--- src/rtl/mul_sequencer.sv ---
// mul_sequencer: multi-cycle control for the combinational multiplier (MUL/MLA/xMULL/xMLAL).
// Define MUL_FLAGS_EN to enable N/Z flag generation; otherwise the flag outputs are tied 0.
module mul_sequencer #(
  parameter int MUL_LAT = 0,
  parameter int IDX_W = 4
) (
  input  logic             clk,
  input  logic             rst_n,
  input  logic             start,
  input  logic             long_op,
  input  logic             acc,
  input  logic             sgn,
  input  logic             s_bit,
  input  logic [31:0]      rm_val,
  input  logic [31:0]      rs_val,
  input  logic [31:0]      acc_lo,
  input  logic [31:0]      acc_hi,
  input  logic [IDX_W-1:0] rd_lo_idx,
  input  logic [IDX_W-1:0] rd_hi_idx,
  output logic [31:0]      mul_b,
  output logic [31:0]      mul_c,
  output logic             mul_ld,
  output logic             mul_hilo,
  output logic             mul_u,
  input  logic [31:0]      mul_prod,
  output logic             wb_valid,
  output logic [IDX_W-1:0] wb_idx,
  output logic [31:0]      wb_data,
  input  logic             wb_ready,
  output logic             flag_n,
  output logic             flag_z,
  output logic             flag_valid,
  output logic             busy
);
  localparam logic [2:0] IDLE = 3'd0, LO = 3'd1, HI = 3'd2, ADD = 3'd3, WB_LO = 3'd4, WB_HI = 3'd5;
  localparam int CW = MUL_LAT > 0 ? $clog2(MUL_LAT + 1) : 1;
  logic [2:0] state;
  logic [CW-1:0] cnt;
  logic long_r, sgn_r, s_r;
  logic [IDX_W-1:0] rd_lo_r, rd_hi_r;
  logic [63:0] acc_v, prod, res;
  logic last;
  assign mul_ld = state == LO || state == HI;
  assign mul_hilo = state == HI;
  assign mul_u = mul_ld & sgn_r & long_r;
  assign wb_valid = state == WB_LO || state == WB_HI;
  assign wb_idx = state == WB_HI ? rd_hi_r : wb_valid ? rd_lo_r : '0;
  assign wb_data = state == WB_HI ? res[63:32] : wb_valid ? res[31:0] : '0;
  assign busy = state != IDLE;
  assign last = wb_valid & wb_ready & (state == WB_HI || !long_r);
  always_ff @(posedge clk or negedge rst_n) begin
    if (!rst_n) begin
      state <= IDLE;
      cnt <= '0;
      long_r <= 1'b0;
      sgn_r <= 1'b0;
      s_r <= 1'b0;
      rd_lo_r <= '0;
      rd_hi_r <= '0;
      acc_v <= '0;
      prod <= '0;
      res <= '0;
      mul_b <= '0;
      mul_c <= '0;
    end else begin
      case (state)
        IDLE: if (start) begin
          long_r <= long_op;
          sgn_r <= sgn;
          s_r <= s_bit;
          rd_lo_r <= rd_lo_idx;
          rd_hi_r <= rd_hi_idx;
          // accumulate operand pre-shaped so ADD is a single 64-bit sum
          acc_v <= acc ? {long_op ? acc_hi : 32'd0, acc_lo} : 64'd0;
          mul_b <= rm_val;
          mul_c <= rs_val;
          cnt <= CW'(MUL_LAT);
          state <= LO;
        end
        LO: if (cnt == '0) begin
          prod[31:0] <= mul_prod;
          cnt <= CW'(MUL_LAT);
          state <= long_r ? HI : ADD;
        end else cnt <= cnt - CW'(1);
        HI: if (cnt == '0) begin
          prod[63:32] <= mul_prod;
          state <= ADD;
        end else cnt <= cnt - CW'(1);
        ADD: begin
          res <= {long_r ? prod[63:32] : 32'd0, prod[31:0]} + acc_v;
          state <= WB_LO;
        end
        WB_LO: if (wb_ready) state <= long_r ? WB_HI : IDLE;
        WB_HI: if (wb_ready) state <= IDLE;
        default: state <= IDLE;
      endcase
    end
  end
`ifdef MUL_FLAGS_EN
  assign flag_valid = last & s_r;
  assign flag_n = flag_valid & (long_r ? res[63] : res[31]);
  assign flag_z = flag_valid & (long_r ? res == 64'd0 : res[31:0] == 32'd0);
`else
  logic unused;
  assign unused = s_r ^ last;
  assign flag_valid = 1'b0;
  assign flag_n = 1'b0;
  assign flag_z = 1'b0;
`endif
endmodule

--- config.mk ---
export PLATFORM = sky130hd
export DESIGN_NAME = mul_sequencer
export DESIGN_NICKNAME = d
export VERILOG_FILES = /design/src/rtl/mul_sequencer.sv
export SDC_FILE = /design/constraint.sdc
export NUM_CORES = 1
export LEC_CHECK = 0
export BUFFER_PORTS_ARGS = -buffer_cell sky130_fd_sc_hd__buf_2
export CORE_MARGIN = 1
export CORE_UTILIZATION = 56
export DETAILED_ROUTE_END_ITERATION = 7
export GPL_TIMING_DRIVEN = 0
export PLACE_DENSITY = 0.88
export SLEW_MARGIN = 25
export SYNTH_ARGS = -nofsm -noshare
export SYNTH_HDL_FRONTEND = slang
export SYNTH_SLANG_ARGS = --single-unit
--- constraint.sdc ---
create_clock -name clk -period 3.6 [get_ports clk]
set_input_delay 0.54 -clock clk [delete_from_list [all_inputs] [get_ports clk]]
set_output_delay 0.54 -clock clk [all_outputs]
set_load 0.02 [all_outputs]
==> results of run 1 <==
cells by family after synthesis:
kind of cell,Yosys count,share of synthesized area [%]
AO/OA/AOI/OAI,373,15.90
XOR/XNOR,52,3.081
adder cells (fa/ha/maj),64,5.468
buffers and inverters,116,3.750
flip-flops,269,45.54
multiplexers,176,13.09
other,1,0.02537
AND/OR/NAND/NOR,420,13.15
registers in the layout, summed over array words and instances, names as in the netlist:
name / flops
rd_lo_r: 4
mul_b: 32
sgn_r: 1
long_r: 1
state: 3
mul_c: 32
prod: 64
rd_hi_r: 4
res: 64
acc_v: 64
layout make-up:
class,count,area [um2]
Antenna cell,1,2.502
Buffer,94,475.5
Clock buffer,37,774.5
Clock inverter,10,173.9
Fill cell,2033,8310
Inverter,21,78.83
Multi-Input combinational cell,1088,7561
Sequential cell,269,6733
Tap cell,335,419.2
Timing Repair Buffer,280,1456
layer usage:
metal	up-vias	part of all wire (%)
li1	5849	-
met1	6277	42
met2	534	48
met3	76	7.1
met4	0	2.8
met5	-	0
repair_timing:
action	CTS	global route
pin swaps	0	1
resized for setup	4	13
setup endpoints to repair	16	18
layout by cell type, fill, tap and decap left out, types with 17 or more instances in the layout:
cell / n
and2_1: 36
nor2_1: 82
buf_2: 280
xor2_1: 29
o21ai_0: 118
nand4_1: 27
mux2i_1: 37
clkbuf_16: 28
nand2_1: 195
inv_1: 20
ha_1: 61
a21o_1: 29
clkbuf_1: 70
mux2_2: 139
a21oi_1: 84
xnor2_1: 23
dfrtp_1: 268
a22o_1: 32
nor3_1: 17
nand3_1: 21
worst max-delay path, delay by kind of cell (launching register included):
family                   cells  cell delay [ps]
flip-flops                   1              510
buffers and inverters        1              210
adder cells (fa/ha/maj)      1              400
AO/OA/AOI/OAI                5             1220
AND/OR/NAND/NOR              5             1040
synthesized netlist by cell type, types with 11 or more instances:
cell type / count
nand4_1: 27
mux2i_1: 37
mux2_2: 139
nand2_1: 195
o21ai_0: 119
o21bai_1: 16
a21oi_1: 89
nand3_1: 21
dfrtp_1: 269
nor2_1: 83
clkbuf_1: 68
a22o_1: 32
o21ai_1: 11
ha_1: 63
xor2_1: 29
inv_1: 20
a21o_1: 29
and2_1: 36
xnor2_1: 23
buf_4: 11
nor3_1: 17
path summary, 6_finish.rpt:
| check | from | endpoint | cells past startpoint | slack (ps) |
|---|---|---|---|---|
| setup / recovery | long_r | res[56] | 12 | 100 |
| hold / removal | rst_n | mul_b[25] | 1 | 3 |
| hold reg to reg | res[0] | res[0] | 2 | 480 |
| min in group clk | acc_hi[23] | acc_v[55] | 2 | 200 |
| setup reg to reg | long_r | res[56] | 12 | 100 |
| max in group asynchronous | rst_n | acc_v[4] | 2 | 2670 |
power by group through the flow:
| stage | registers [mW] | clock network [mW] | logic [mW] |
|---|---|---|---|
| finish | 5.39 | 3.03 | 10.1 |
| global route | 5.53 | 3.17 | 10.9 |
| CTS | 5.36 | 3.05 | 9.91 |
| detailed placement | 5.40 | 0 | 9.82 |
| global placement | 5.31 | 0 | 9.56 |
| floorplan | 5.55 | 0 | 6.51 |
stage by stage:
| step | setup slack [ps] | area, um2 | util, % | setup TNS [ps] |
|---|---|---|---|---|
| floorplan | 595.0 | 14790 | - | 0 |
| global placement | -2658 | 16600 | 63.88 | -704880 |
| detailed placement | -182.0 | 16670 | 64.17 | -279.4 |
| CTS | 25.66 | 17620 | 67.82 | 0 |
| global route | -56.72 | 17670 | 68.02 | -74.56 |
| finish | 100.7 | 17670 | 68.02 | 0 |
==> results.toml, run 1 <==
[run_status]
outcome = "finished clean"

[critical_path]
worstSetupPathType = "reg2reg"
cp_slowest_cell = "dfrtp_2"
crit_fanout = 10
path_common_cell = "nand2_1"
end_kind = "register"
worstPathRequired_ps = 4040
max_stage_delay_ps = 510
arrival_ps = 3940
cp_cell_sequence = "clkbuf_2 > and2_1 > ha_1 > nand2_1 > nor2_2 > nand2_1 > or3_2 > a2111o_1 > a41oi_4 > o21ai_2 > a21o_1 > a31o_1"
start_kind = "register"

[global_route]
grtUsageMet1_pct = 44.54
grt_max_degree = 93
grt_pass1_vias = 12330
grtUsageTotal_pct = 32.14
busiest_layer = "met2"
use_met2_pct = 52.70
grt_pass1_wl_mm = 66.83
gr-usage-met3_pct = 3.867
grt_antenna_before_repair = 1
overflow = 0

[power_and_ir_drop]
pwr-share-clk_pct = 16.3
leakage_nw = 8.369
p_per_area_nw_per_um2 = 1050
power_frac_seq_pct = 29.0
power.total_mw = 18.55
netSwitchingPower_mw = 8.391
irDropWorstVdd_mv = 0.5976
sw_frac_of_total_pct = 45.23
combPwrFrac_pct = 54.7
intPower_mw = 10.16

[logic_synthesis]
synth_edf_count = 0
synth-seq-cells = 269
synth.avg_cell_area_um2 = 10.05
syn_inst = 1471
synth_area_leaders = "dfrtp_1 46%, mux2_2 11%, ha_1 5.3%, nand2_1 5.0%, o21ai_0 4.0%"
ys_seq_area_share_pct = 45.54
synth_area_um2 = 14780
yosysWarnings = 0
yosys.area.top_type = "dfrtp_1"
synth_ff_type = "dfrtp_1"
synth_top_cell_area_share_pct = 45.54
netlist-cell-type-count = 72
async_reset_ff_share_pct = 100.0

[drt]
drtAntennaViolNets = 0
num_vias = 12740
viasPerCell = 5.965
drt-total-wl_mm = 43.66
routedWlPerCell_um = 20.45
drt_pass1_iterations = 6
drt_iter0_markers = 963
drc = 0

[die]
core_um2 = 25980
boundaryPins = 284
die_area_um2 = 27050
start_util_pct = 56.89
die_w_um = 164.5
row_count = 59
die-height_um = 164.5

[placement]
dpl.cell_count = 2088
gp_congestion = 0.9416
port_buffers = 278
dp_hpwl_mm = 33.61

[timing]
hold_slack_ps = 3.149
rsz0062_at_grt = "yes"
setup_viol = 0
drv_slew = 0
slew_headroom_pct = 36.38
finalHoldViolCount = 0
clock_skew_ps = 17.97
worst_slew_pin_slew_ps = 954.3
fmax_ghz = 0.2858
period_share_pct = 97.20
fin_crit_ps = 3499

[cts]
htreeDepth = 1
clkTransAtPathRegs_ps = 60
numCtsBuffers = 28
cts_tree = "done"
insertion_delay_ps = 550
clkSinkCount = 269
hold_buffers = 0
cts_root_buffer = "clkbuf_16"
clock_path_buffers = 3
postCtsSetupBuffers = 0

[run]
maxCapViolations = 0

[final_layout]
layout.cells.non_filler = 2135
drive_above_1_share_pct = 29.02
area_growth_pct = 19.57
nets = 2022

[hold_path]
hold_class = "in2async"
(Power assumes the default switching activity.)
==> run 2, diff against run 1 <==
MAX_ROUTING_LAYER = met4   (was not set)
TNS_END_PERCENT = 50   (was not set)
==> results.toml, run 2 (synthesis gave the netlist of run 1 again) <==
[run_status]
outcome = "finished clean"

[final_layout]
multi_input_area_um2 = 7545
seq_area_um2 = 6733
layout_commonest_cell = "buf_2"
reg.largest.list = "acc_v x64, prod x64, res x64"
layout_common_cells = "280 x buf_2, 268 x dfrtp_1, 195 x nand2_1"
area_growth_pct = 19.69
nets = 2025
drive_above_1_share_pct = 29.05
fillers = 2002
insertedDiodeCount = 0

[timing]
drv_slew = 0
period_share_pct = 96.20
rsz0062_at_grt = "no"
fmax_ghz = 0.2887
slew_headroom_pct = 35.61
clock_skew_ps = 11.74
tns_ps = 0
fin_crit_ps = 3463
setup_viol = 0
finalHoldViolCount = 0
worst_slew_pin_slew_ps = 965.9
hold_slack_ps = 3.147

[die]
die_area_um2 = 27050
die-height_um = 164.5
start_util_pct = 56.89
core_um2 = 25980
boundaryPins = 284
die_w_um = 164.5
row_count = 59

[critical_path]
ff2ff_setup_slack_ps = 140
r2r-end = "res[58]"
rr_startpoint = "acc_v[0]"
arrival_ps = 2920
cp_slowest_cell = "clkbuf_1"
ff2ff_path_depth = 11
crit_fanout = 10
cp_cell_sequence = "clkbuf_1 > buf_2 > clkbuf_1 > mux2i_1 > nor2_1 > buf_2"
max_stage_delay_ps = 610
worstSetupPathType = "reg2out"
start_kind = "register"
cpLargestDelayFamily = "buffers and inverters"
end_kind = "primary output"
worst-path-buf-inv = 4
worstPathRequired_ps = 3060

[cts]
htreeDepth = 1
clkSinkCount = 269
numCtsBuffers = 29
insertion_delay_ps = 560
clkTransAtPathRegs_ps = 60
clock_path_buffers = 3
cts_root_buffer = "clkbuf_16"
cts_tree = "done"

[power_and_ir_drop]
netSwitchingPower_mw = 8.423
combPwrFrac_pct = 54.7
power_frac_seq_pct = 29.0
sw_frac_of_total_pct = 45.41
irDropWorstVdd_mv = 0.7229
intPower_mw = 10.13
p_per_area_nw_per_um2 = 1049
pwr-share-clk_pct = 16.3
leakage_nw = 8.392

[drt]
drt_iter0_markers = 1138
drtAntennaViolNets = 0
drc = 0
viasPerCell = 5.930
routedWlPerCell_um = 20.31
num_vias = 12700
drt-total-wl_mm = 43.50
drt_pass1_iterations = 6

[global_route]
grt_max_degree = 94
grt_antenna_before_repair = 0
grt_pass1_vias = 12270
overflow = 0
grtUsageTotal_pct = 32.78
grt_pass1_wl_mm = 65.94

[placement]
gp_congestion = 0.9388
port_buffers = 278
dp_hpwl_mm = 33.78

[hold_path]
hold_class = "in2async"

[run]
maxCapViolations = 0
-- run 2: cell count changes in the layout (fill, tap and decap cells not counted), moves of 2 or more --
| cell | before | now |
|---|---|---|
| bufinv_16 | 4 | 2 |
| clkbuf_8 | 4 | 6 |
| inv_6 | 1 | 3 |
| a21oi_2 | 5 | 1 |
| clkinv_2 | 2 | 6 |
| buf_4 | 11 | 13 |
| a21oi_1 | 84 | 88 |
-- run 2: worst max path at each step --
| stage | slack (ps) | to | depth (start not counted) | start |
|---|---|---|---|---|
| 3_5_place_dp | -180 | res[61] | 13 | long_r |
| 3_3_place_gp | -2640 | acc_v[7] | 1 | rst_n |
| 4_1_cts | 40 | res[58] | 11 | acc_v[0] |
| 5_1_grt | 7 | res[46] | 11 | acc_v[0] |
| 6_report | 140 | wb_data[25] | 6 | state[0] |
| 2_1_floorplan | 590 | res[56] | 11 | long_r |
-- run 2: stage by stage --
step	power, mW	area, um2	util, %	instances	setup slack, ps
floorplan	12.06	14790	-	1473	595.0
global placement	14.90	16600	63.88	2086	-2641
detailed placement	15.25	16680	64.20	2089	-181.5
CTS	18.36	17650	67.93	2141	41.97
global route	19.64	17690	68.09	2142	7.291
finish	18.55	17690	68.09	2142	136.7
-- run 2: per-layer routing --
metal  track usage [%]  wire [um]  vias up
met5                 -          0        -
met4             9.216        988        0
met3             3.240       3120       82
met2             52.93      20990      543
met1             44.24      18390     6205
li1                  -          -     5871
-- run 2: power groups by stage --
stage	sequential, mW	combinational [mW]	clock, mW
finish	5.38	10.1	3.03
global route	5.54	10.9	3.17
CTS	5.37	9.93	3.05
detailed placement	5.41	9.84	0
global placement	5.31	9.59	0
floorplan	5.55	6.51	0
-- run 2: cell type report --
class                           instances  area share, %
Clock buffer                           38          4.632
Timing Repair Buffer                  282          8.317
Inverter                               21         0.4455
Multi-Input combinational cell       1088          42.64
Buffer                                 94          2.680
Tap cell                              335          2.369
Sequential cell                       269          38.06
Clock inverter                         15         0.8557
-- run 2: what timing repair did --
action,in CTS,in global routing
gates cloned,0,0
setup buffers,0,1
resized for setup,3,7
pin swaps,0,1
endpoints found under the setup margin,23,15
hold buffers,0,0
